## src/rtl/snake_pkg.sv

```systemverilog
`default_nettype none
// +----------------------------------------------------------------------+
// | Module   : snake_pkg                                                 |
// | Purpose  : Shared types and constants for the snake game blocks:     |
// |            controller state encoding, coordinate width, body-segment |
// |            limit, start position and the segment-valid helper.       |
// | Revision : 1.0 - initial release                                     |
// +----------------------------------------------------------------------+
package snake_pkg;

  localparam int COORD_W  = 5;
  localparam int MAX_BODY = 4;
  localparam logic [COORD_W-1:0] INIT_POS = 5'd24;

  typedef enum logic [2:0] {
    ST_IDLE  = 3'd0,
    ST_RUN   = 3'd1,
    ST_STEP  = 3'd2,
    ST_CHECK = 3'd3,
    ST_RELOC = 3'd4,
    ST_DEAD  = 3'd5
  } state_t;

  // (0,0) marks an unused body slot in snake_pos.
  function automatic logic seg_valid(input logic [COORD_W-1:0] x,
                                     input logic [COORD_W-1:0] y);
    return (x != '0) || (y != '0);
  endfunction

endpackage
`default_nettype wire

```

## src/rtl/snake_food_lfsr.sv

```systemverilog
`default_nettype none
// +----------------------------------------------------------------------+
// | Module   : snake_food_lfsr                                           |
// | Purpose  : 10-bit Fibonacci LFSR (x^10 + x^7 + 1), free running,     |
// |            source of food relocation candidates.                     |
// | Ports    : clk  - system clock, rising edge                          |
// |            rst  - synchronous active-high reset, loads SEED          |
// |            rnd  - current LFSR state                                 |
// | Revision : 1.0 - initial release                                     |
// +----------------------------------------------------------------------+
module snake_food_lfsr #(
  parameter logic [9:0] SEED = 10'h2A5
) (
  input  logic       clk,
  input  logic       rst,
  output logic [9:0] rnd
);

  logic [9:0] r_lfsr;

  always_ff @(posedge clk) begin
    if (rst) begin
      r_lfsr <= SEED;
    end else begin
      r_lfsr <= {r_lfsr[8:0], r_lfsr[9] ^ r_lfsr[6]};
    end
  end

  assign rnd = r_lfsr;

endmodule
`default_nettype wire

```

## src/rtl/snake_ctrl.sv

```systemverilog
`default_nettype none
// +----------------------------------------------------------------------+
// | Module   : snake_ctrl                                                |
// | Purpose  : Game-rule controller for snake_pos: move pacing, food     |
// |            capture and relocation, self-collision and score.         |
// | Ports    : clk, rst           - clock / sync active-high reset       |
// |            start              - level, leaves IDLE                   |
// |            head_x/y           - head coordinate from snake_pos       |
// |            snake_x1..4/y1..4  - body segments, (0,0) = unused        |
// |            enable             - one-cycle move strobe                |
// |            grow               - grow instead of move (with enable)   |
// |            die                - high while dead                      |
// |            food_x/y           - current food coordinate              |
// |            score              - foods eaten, saturating              |
// |            state              - FSM state for debug/display          |
// | Revision : 1.0 - initial release                                     |
// +----------------------------------------------------------------------+
module snake_ctrl
  import snake_pkg::*;
#(
  parameter int unsigned TICK_DIV = 25_000_000,
  parameter logic [9:0]  SEED     = 10'h2A5,
  parameter logic [4:0]  FOOD_X0  = 5'd5,
  parameter logic [4:0]  FOOD_Y0  = 5'd7
) (
  input  logic               clk,
  input  logic               rst,
  input  logic               start,
  input  logic [COORD_W-1:0] head_x,
  input  logic [COORD_W-1:0] head_y,
  input  logic [COORD_W-1:0] snake_x1,
  input  logic [COORD_W-1:0] snake_y1,
  input  logic [COORD_W-1:0] snake_x2,
  input  logic [COORD_W-1:0] snake_y2,
  input  logic [COORD_W-1:0] snake_x3,
  input  logic [COORD_W-1:0] snake_y3,
  input  logic [COORD_W-1:0] snake_x4,
  input  logic [COORD_W-1:0] snake_y4,
  output logic               enable,
  output logic               grow,
  output logic               die,
  output logic [COORD_W-1:0] food_x,
  output logic [COORD_W-1:0] food_y,
  output logic [7:0]         score,
  output logic [2:0]         state
);

  localparam int c_cnt_w = (TICK_DIV > 1) ? $clog2(TICK_DIV) : 1;
  localparam logic [c_cnt_w-1:0] c_tick_last = c_cnt_w'(TICK_DIV - 1);

  state_t               r_state;
  state_t               w_next_state;
  logic [c_cnt_w-1:0]   r_cnt;
  logic                 r_tick_pend;
  logic [2:0]           r_body_len;
  logic                 r_eat_pend;
  logic [7:0]           r_score;
  logic [COORD_W-1:0]   r_food_x;
  logic [COORD_W-1:0]   r_food_y;
  logic                 r_enable;
  logic                 r_grow;
  logic                 r_die;
  logic [9:0]           w_rnd;
  logic [COORD_W-1:0]   w_body_x [MAX_BODY];
  logic [COORD_W-1:0]   w_body_y [MAX_BODY];
  logic                 w_hit_body;
  logic                 w_hit_food;
  logic                 w_cand_ok;
  logic                 w_tick_done;
  logic                 w_enable_d;
  logic                 w_grow_d;
  logic                 w_die_d;

  snake_food_lfsr #(
    .SEED (SEED)
  ) u_lfsr (
    .clk (clk),
    .rst (rst),
    .rnd (w_rnd)
  );

  assign w_body_x[0] = snake_x1;
  assign w_body_y[0] = snake_y1;
  assign w_body_x[1] = snake_x2;
  assign w_body_y[1] = snake_y2;
  assign w_body_x[2] = snake_x3;
  assign w_body_y[2] = snake_y3;
  assign w_body_x[3] = snake_x4;
  assign w_body_y[3] = snake_y4;

  always_comb begin
    w_hit_body = 1'b0;
    for (int i = 0; i < MAX_BODY; i++) begin
      if (seg_valid(w_body_x[i], w_body_y[i]) &&
          (w_body_x[i] == head_x) && (w_body_y[i] == head_y)) begin
        w_hit_body = 1'b1;
      end
    end
  end

  assign w_hit_food  = (head_x == r_food_x) && (head_y == r_food_y);
  // Candidate food is {x,y} = rnd[9:5], rnd[4:0].
  assign w_cand_ok   = seg_valid(w_rnd[9:5], w_rnd[4:0]) &&
                       !((w_rnd[9:5] == head_x) && (w_rnd[4:0] == head_y));
  assign w_tick_done = (r_cnt == c_tick_last);

  // Next-state logic. A tick that expires during RELOC is remembered in
  // r_tick_pend so leaving RELOC goes straight to STEP.
  always_comb begin
    w_next_state = r_state;
    case (r_state)
      ST_IDLE:  if (start) w_next_state = ST_RUN;
      ST_RUN:   if (w_tick_done) w_next_state = ST_STEP;
      ST_STEP:  w_next_state = ST_CHECK;
      ST_CHECK: begin
        if (w_hit_body)      w_next_state = ST_DEAD;
        else if (w_hit_food) w_next_state = ST_RELOC;
        else                 w_next_state = ST_RUN;
      end
      ST_RELOC: begin
        if (w_cand_ok) begin
          w_next_state = (r_tick_pend || w_tick_done) ? ST_STEP : ST_RUN;
        end
      end
      ST_DEAD:  w_next_state = ST_DEAD;
      default:  w_next_state = ST_IDLE;
    endcase
  end

  // Output decode against the next state so the strobes are registered
  // and line up exactly with the STEP / DEAD cycles.
  always_comb begin
    w_enable_d = (w_next_state == ST_STEP);
    w_grow_d   = w_enable_d && r_eat_pend && (r_body_len < 3'(MAX_BODY));
    w_die_d    = (w_next_state == ST_DEAD);
  end

  always_ff @(posedge clk) begin
    if (rst) begin
      r_state     <= ST_IDLE;
      r_cnt       <= '0;
      r_tick_pend <= 1'b0;
      r_body_len  <= '0;
      r_eat_pend  <= 1'b0;
      r_score     <= '0;
      r_food_x    <= FOOD_X0;
      r_food_y    <= FOOD_Y0;
      r_enable    <= 1'b0;
      r_grow      <= 1'b0;
      r_die       <= 1'b0;
    end else begin
      r_state  <= w_next_state;
      r_enable <= w_enable_d;
      r_grow   <= w_grow_d;
      r_die    <= w_die_d;
      case (r_state)
        ST_IDLE: r_cnt <= '0;
        ST_RUN:  r_cnt <= w_tick_done ? '0 : r_cnt + c_cnt_w'(1);
        ST_STEP: begin
          r_eat_pend <= 1'b0;
          if (r_grow) r_body_len <= r_body_len + 3'd1;
        end
        ST_CHECK: begin
          if (!w_hit_body && w_hit_food) begin
            r_eat_pend <= 1'b1;
            if (r_score != 8'hFF) r_score <= r_score + 8'd1;
          end
        end
        ST_RELOC: begin
          if (w_cand_ok) begin
            r_food_x <= w_rnd[9:5];
            r_food_y <= w_rnd[4:0];
          end
          if (w_next_state == ST_STEP) begin
            r_cnt       <= '0;
            r_tick_pend <= 1'b0;
          end else if (w_tick_done) begin
            r_cnt       <= '0;
            r_tick_pend <= 1'b1;
          end else begin
            r_cnt <= r_cnt + c_cnt_w'(1);
          end
        end
        default: ;
      endcase
    end
  end

  assign enable = r_enable;
  assign grow   = r_grow;
  assign die    = r_die;
  assign food_x = r_food_x;
  assign food_y = r_food_y;
  assign score  = r_score;
  assign state  = r_state;

endmodule
`default_nettype wire
```

## config.mk

```make
export PLATFORM = sky130hd
export DESIGN_NAME = snake_ctrl
export DESIGN_NICKNAME = d
export VERILOG_FILES = /design/src/rtl/snake_pkg.sv /design/src/rtl/snake_food_lfsr.sv /design/src/rtl/snake_ctrl.sv
export SDC_FILE = /design/constraint.sdc
export NUM_CORES = 1
export LEC_CHECK = 0
export ABC_AREA = 1
export CORE_UTILIZATION = 50
export CTS_BUF_LIST = sky130_fd_sc_hd__clkbuf_4 sky130_fd_sc_hd__clkbuf_8
export CTS_CLUSTER_DIAMETER = 100
export CTS_CLUSTER_SIZE = 10
export DETAILED_ROUTE_END_ITERATION = 10
export GPL_ROUTABILITY_DRIVEN = 1
export PLACE_DENSITY_LB_ADDON = 0.08
export RECOVER_POWER = 25
export SETUP_SLACK_MARGIN = 0.15
export SLEW_MARGIN = 20
export SYNTH_ARGS = -nofsm -noshare
export SYNTH_HDL_FRONTEND = slang
export SYNTH_SLANG_ARGS = --single-unit
```

## constraint.sdc

```tcl
create_clock -name clk -period 1.7 [get_ports clk]
set_input_delay 0.34 -clock clk [delete_from_list [all_inputs] [get_ports clk]]
set_output_delay 0.34 -clock clk [all_outputs]
set_load 0.01 [all_outputs]
```

* Word-level counts from Yosys, hierarchy flattened
Cells that the tools add are included.
** Operators by class
- Equal/unequal tests :: 22
- $add $sub $neg :: 3
- Multiplexer cells :: 18
- Order comparisons :: 1
- Bitwise logic cells :: 1
- Reduce and logical (&&, ||, !) cells :: 41
** Operators with widths (count)
- case mux 25 bit (3 select lines) :: 1
- equality test 5 bit :: 12
- 2-to-1 mux 25 bit :: 2
- nonzero test 5 bit :: 10
- adder 25 x 1 -> 25 bit, second input constant :: 1
- equality test 25 bit, second input constant :: 1
- case mux 3 bit (6 select lines) :: 1
- 2-to-1 mux 3 bit :: 5
- logical AND 1 bit :: 14
- equality test 3 x 2 -> 1 bit, second input constant :: 3
- equality test 3 bit, second input constant :: 3
- adder 8 x 1 -> 8 bit, second input constant :: 1
- inequality test 8 bit, second input constant :: 1
- AND reduction 2 bit :: 4
- 2-to-1 mux 1 bit :: 7
- logical OR 1 bit :: 6
- nonzero test 2 bit :: 2
- adder 3 x 1 -> 3 bit, second input constant :: 1
- equality test 3 x 1 -> 1 bit, second input constant :: 1
- logical NOT 3 bit :: 1
- < comparator 3 bit, second input constant :: 1
- AND reduction 3 bit :: 1
- nonzero test 3 bit :: 1
- logical NOT 1 bit :: 2
- 4 further kinds :: 4
** Word-level totals
- Logic and storage cells :: 98
- Bits of input ports :: 53
- Output and inout bits :: 24
- Bits in registers :: 64

* Depth between registers and ports, before layout
- Word-level depth :: 13
- Mapped depth :: 14
- Gate-level depth less buffers :: 13

* Cells and area by module
From an unflattened synthesis, not the netlist that was laid out.
** Second synthesis, totals
- Cells, all modules :: 709
- Area total of the unflattened synthesis :: 4356.7 um2
** By module, submodules not included
- snake_ctrl :: cells each 678, sequential area each 1081.0 um2, area an instance 4061.4 um2, instances 1
- snake_food_lfsr :: cells each 31, sequential area each 200.2 um2, area an instance 295.3 um2, instances 1

* Worst setup path before layout
OpenSTA, ideal clock, no wires.
- Path kind :: register to register
- Start point :: reg r_cnt[0]
- End point :: reg r_cnt[8]
- Stages on the path, launching flop included :: 15
- Setup time :: 138 ps
- Clock period less this slack :: 1791 ps
- Buffers on the path :: 2
- Arrival time :: 1654 ps
- Path slack :: -91 ps
- Required time :: 1562 ps
- Path through :: dfxtp_1 > ha_1 > nand2_2 > nor2_4 > inv_2 > nor2_4 > nand3_2 > nor2_4 > nor2_2 > nand3_1 > nand3_2 > buf_6 > buf_12 > nand3_2 > a21oi_2
** Between the ends
- Word-level cells in the longest chain between the ends :: 8
- Elaborated cells on any way between the ends :: 11
- Classes of those cells :: add/sub (1); eq/ne (2); mux (7); reduce/logical (1)
** Ends and longest elaborated chain
- from (decl) :: line snake_ctrl.sv:53 : logic [c_cnt_w-1:0] r_cnt;
- from (signal assigned) :: line snake_ctrl.sv:158 : ST_RUN: r_cnt <= w_tick_done ? '0 : r_cnt + c_cnt_w'(1);
- from (signal assigned) :: line snake_ctrl.sv:181 : r_cnt <= r_cnt + c_cnt_w'(1);
- equality test 25 bit :: line snake_ctrl.sv:105 : assign w_tick_done = (r_cnt == c_tick_last);
- logical OR 1 bit :: line snake_ctrl.sv:122 : w_next_state = (r_tick_pend || w_tick_done) ? ST_STEP : ST_RUN;
- 2-to-1 mux 2 bit :: line snake_ctrl.sv:122
- 2-to-1 mux 3 bit :: line snake_ctrl.sv:121 : if (w_cand_ok) begin
- case mux 3 bit (6 select lines) :: line snake_ctrl.sv:111 : case (r_state)
- equality test 3 x 2 -> 1 bit :: line snake_ctrl.sv:174 : if (w_next_state == ST_STEP) begin
- 2-to-1 mux 25 bit :: line snake_ctrl.sv:174
- case mux 25 bit (3 select lines) * :: line snake_ctrl.sv:156 : case (r_state)
Mark *: on every way between the ends. The rest lies on a longest branch, timed or not.
A chain may end at the register's enable or synchronous reset.

* Worst setup path in the final report
- Start point :: reg u_lfsr.r_lfsr[7] (netlist: u_lfsr.rnd[7])
- End point :: reg r_cnt[16]
** Between the ends
- Word-level cells in the longest chain between the ends :: 9
- Elaborated cells on any way between the ends :: 11
- Classes of those cells :: eq/ne (2); mux (4); reduce/logical (5)
** Ends and longest elaborated chain
- from (decl) :: line snake_food_lfsr.sv:19 : logic [9:0] r_lfsr;
- from (signal assigned) :: line snake_food_lfsr.sv:25 : r_lfsr <= {r_lfsr[8:0], r_lfsr[9] ^ r_lfsr[6]};
- equality test 5 bit :: line snake_ctrl.sv:104 : !((w_rnd[9:5] == head_x) && (w_rnd[4:0] == head_y));
- logical AND 1 bit :: line snake_ctrl.sv:104
- logical NOT 1 bit :: line snake_ctrl.sv:104
- logical AND 1 bit * :: line snake_ctrl.sv:103 : assign w_cand_ok = seg_valid(w_rnd[9:5], w_rnd[4:0]) &&
- 2-to-1 mux 3 bit * :: line snake_ctrl.sv:121
- case mux 3 bit (6 select lines) * :: line snake_ctrl.sv:111
- equality test 3 x 2 -> 1 bit * :: line snake_ctrl.sv:174
- 2-to-1 mux 25 bit * :: line snake_ctrl.sv:174
- case mux 25 bit (3 select lines) * :: line snake_ctrl.sv:156
Marked as above.

==> results.md <==
- FMAX: 559 MHz
- Final min period: roughly 1800 ps
- Starting density of the core: 51.4%
- Worst-path clk slew: 70 ps
- Hold Crit Start: rst
- Count of final hold-check violations: 0
- Area Growth Syn to Fin: 47.5%
- DP Worst Slack: -679 ps
- R2r setup slk: -90 ps
- IO Port Bufs: 76
- Status: finished, violations left
- Max Slew Vio Count: 0
- Setup Crit Path Kind: flop to flop
- GP Congestion: 0.962
- Layout cells sized above 1: roughly 30%
- Max IR drop VDD: 0.507 mV
- Slew margin rel.: a little over half
- CP arrival: 2070 ps
- Vias: about 5200
- H-tree levels: 3
- Vias per inst: between 5 and 6
- Yosys top cell by area: dfxtp_1
- Placed Area: between 0.005 and 0.006 sq mm
- Gr usage total: 31.2%
- Crit-path cells: nor4_4 -> nand4_1 -> nand2_2 -> nand2_1 -> nand3_4 -> buf_12 -> nand3_1 -> a21oi_1
- Die Height: just under 100 um
- First-pass GRT wire length: around 22000 um
- Final instance area: between 0.006 and 0.007 sq mm
- CP Capture Type: flop
- Wire per inst: 14.9 um
- Syn avg cell area: 6.29 sq um
- Root Driver: clkbuf_8
- Grt total ovfl: 0
- CP startpoint kind: flop
- Final period utilization: 105%
- Synth Warn #: 0
- Pwr dens: 554 mW/mm^2
- Post-synthesis sequential area ratio: 28.7%
- Antenna cell count: 0
- DIE AREA: 0.00929 sq mm
- Synth top area cells: dfxtp_1 29%, nand2_1 16%, nor2_1 9.2%
- FF+latch count, synth: 64
- Die width: 96.4 um
- CTS tree: done
- Cell variety after synth: 35
- Vias in the first global route: between 4000 and 5000
- Pleak: ~0.0029 uW
- Hold Buf Count CTS: 0
- Final setup fails: 33
- Crit-path slowest cell: dfxtp_1
- Post-synthesis cell area: 0.00446 sq mm
- Synth Net Count: 764
- Row Count: 34
- Failing checks: design-rule violations, negative setup slack
- Worst slew pin tran: 676 ps
- NumNets Final: 926
- WHS Endpoint: u_lfsr.rnd[8]$_SDFF_PP0_
- Worst-case reg-to-reg path depth: 8
- Post-DRT Antenna Nets: 0
- Worst clock skew: about 14 ps
- Worst Hold Class: primary input to flop
- Detailed Route Iter0 Violations: approximately 260
- Core area: around 0.0087 sq mm
- Largest net degree at the start of global routing: 46
- Drt pass-1 iters: 8
- Worst reg2reg startpoint: u_lfsr.rnd[7]$_SDFF_PP1_
- DRC: 1
- Cell count after synthesis: 708
- Min-Delay Path Depth: 3
- Io pins: 77
- Top cell type's share of synthesized area: 28.7%
- DRT Wirelength: 14600 um
- RSZ-0062 raised after global routing: yes
- Final WS setup: -89.0 ps
- Clk_lat worst skew: 360 ps
- Min Hold Slack: 454 ps
- Max-Cap Viols: 0
- CTS max path bufs: 2
- Final HPWL DP: 10400 um
- Clk sink count: between 60 and 70
- Max FO, Critical Path: 15
- CP peak stage delay: 370 ps
- RR Endpoint: r_cnt[16]$_SDFFE_PP0P_
- CP required: between 1500 and 2000 ps
- Initial antenna violation count: 0
- Total CTS buffers: 9
- Number of fill cells: 688
[worst max path at each step]
stage	startpoint	end	slack, ps
2_1_floorplan	r_cnt[0]$_SDFFE_PP0P_	r_cnt[8]$_SDFFE_PP0P_	-50
3_3_place_gp	head_y[1]	score[6]$_SDFFE_PP0P_	-660
3_5_place_dp	head_y[1]	score[7]$_SDFFE_PP0P_	-680
4_1_cts	r_cnt[0]$_SDFFE_PP0P_	r_cnt[15]$_SDFFE_PP0P_	-90
5_1_grt	r_cnt[0]$_SDFFE_PP0P_	r_cnt[14]$_SDFFE_PP0P_	-210
6_report	u_lfsr.rnd[7]$_SDFF_PP1_	r_cnt[16]$_SDFFE_PP0P_	-90
[Yosys cell counts, drive strengths merged]
cell type    n
buf         18
a211oi       1
nand2      187
dfxtp       64
nand3b       1
inv         86
and2         1
xnor2       17
nand4       27
nor3        17
o21ai       19
a21oi       45
or2          2
nor2       116
nor3b        1
nand3       51
nor4         5
clkinv       1
xor2        30
clkbuf       8
o211ai       7
ha           3
a31oi        1
[worst max-delay path: cells and delay by family (launching register included)]
kind                   cells  cell delay [ps]
buffers and inverters      1              160
AND/OR/NAND/NOR            6             1010
AO/OA/AOI/OAI              1              150
flip-flops                 1              370
[timing repair]
action | 4_1_cts | 5_1_grt
endpoints found under the setup margin | 73 | 53
setup buffers | 8 | 5
pin swaps | 54 | 19
resized for setup | 184 | 45
hold endpoints to repair | 0 | 0
gates cloned | 2 | 2
[layer usage]
| layer | global-route usage (%) | up-vias | share of wire, % |
|---|---|---|---|
| met3 | 5.40 | 26 | 6.1 |
| met4 | 10.8 | 0 | 2.2 |
| met5 | 0 | - | 0 |
| li1 | - | 2576 | - |
| met1 | 39.3 | 2394 | 43 |
| met2 | 53.7 | 191 | 49 |
[sequential cells by signal, indices dropped and copies added, names as in the netlist]
| name | cells |
|---|---|
| r_cnt | 25 |
| u_lfsr.rnd | 10 |
| score | 8 |
| food_x | 5 |
| food_y | 5 |
| r_body_len | 3 |
| state | 3 |
| die | 1 |
| enable | 1 |
| grow | 1 |
| r_eat_pend | 1 |
| r_tick_pend | 1 |
[kinds of logic (layout without fill, tap and decap cells)]
kind of cell | Yosys count | after routing | share of synthesized area [%]
DFF | 64 | 64 | 28.7
AOI/OAI and AO/OA | 73 | 73 | 9.55
buffers and inverters | 113 | 279 | 10.6
adders and majority gates | 3 | 3 | 0.842
xor gates and xnor gates | 47 | 47 | 9.24
and+or+nand+nor | 408 | 408 | 41.0
[cell type report]
cell class / instances / area (sq um) / area share [%]
Multi-Input combinational cell: 531 / 2980 / 45.3
Tap cell: 108 / 135 / 2.06
Inverter: 87 / 347 / 5.27
Clock buffer: 11 / 151 / 2.30
Timing Repair inverter: 1 / 7.51 / 0.114
Timing Repair Buffer: 176 / 1570 / 23.9
Clock inverter: 4 / 76.3 / 1.16
Sequential cell: 64 / 1310 / 19.9
[cell usage in the layout (no fill, tap or decap), types with 3 or more instances in the layout]
master | netlist | routed
a21oi_1 | 36 | 32
a21oi_2 | 9 | 13
buf_12 | 1 | 5
buf_2 | 13 | 5
buf_4 | 2 | 82
buf_6 | 1 | 11
clkbuf_8 | 0 | 11
clkdlybuf4s15_1 | 0 | 8
clkdlybuf4s15_2 | 0 | 7
dfxtp_1 | 64 | 47
dfxtp_2 | 0 | 14
dfxtp_4 | 0 | 3
dlygate4sd2_1 | 0 | 46
dlymetal6s2s_1 | 0 | 3
inv_1 | 71 | 64
inv_2 | 15 | 17
inv_4 | 0 | 4
nand2_1 | 185 | 174
nand2_2 | 2 | 12
nand3_1 | 38 | 32
nand3_2 | 13 | 17
nand4_1 | 27 | 27
nor2_1 | 109 | 94
nor2_2 | 3 | 14
nor2_4 | 4 | 8
nor3_1 | 15 | 7
nor3_2 | 2 | 10
nor4_1 | 5 | 3
o211ai_1 | 7 | 7
o21ai_0 | 16 | 8
o21ai_1 | 3 | 9
xnor2_1 | 17 | 17
xor2_1 | 30 | 25
xor2_2 | 0 | 5
[metrics by stage]
step / setup TNS [ps] / cells / util (%) / total power, uW
finish: -1680 / 982 / 75.8 / 3640
global route: -5230 / 982 / 75.8 / 3760
CTS: -1670 / 975 / 73.9 / 3620
detailed placement: -29130 / 950 / 68.4 / 2120
global placement: -26790 / 950 / 68.4 / 2110
floorplan: -491 / 708 / - / 1850
[where the power goes]
group          total [uW]  leakage [uW]  switching (uW)  internal (uW)
sequential           1540      0.000525            25.5           1520
combinational         564       0.00231             308            256
clock                1530      0.000112             630            903
total                3640       0.00294             963           2680
Note: power is estimated with default switching activity, not from simulation.
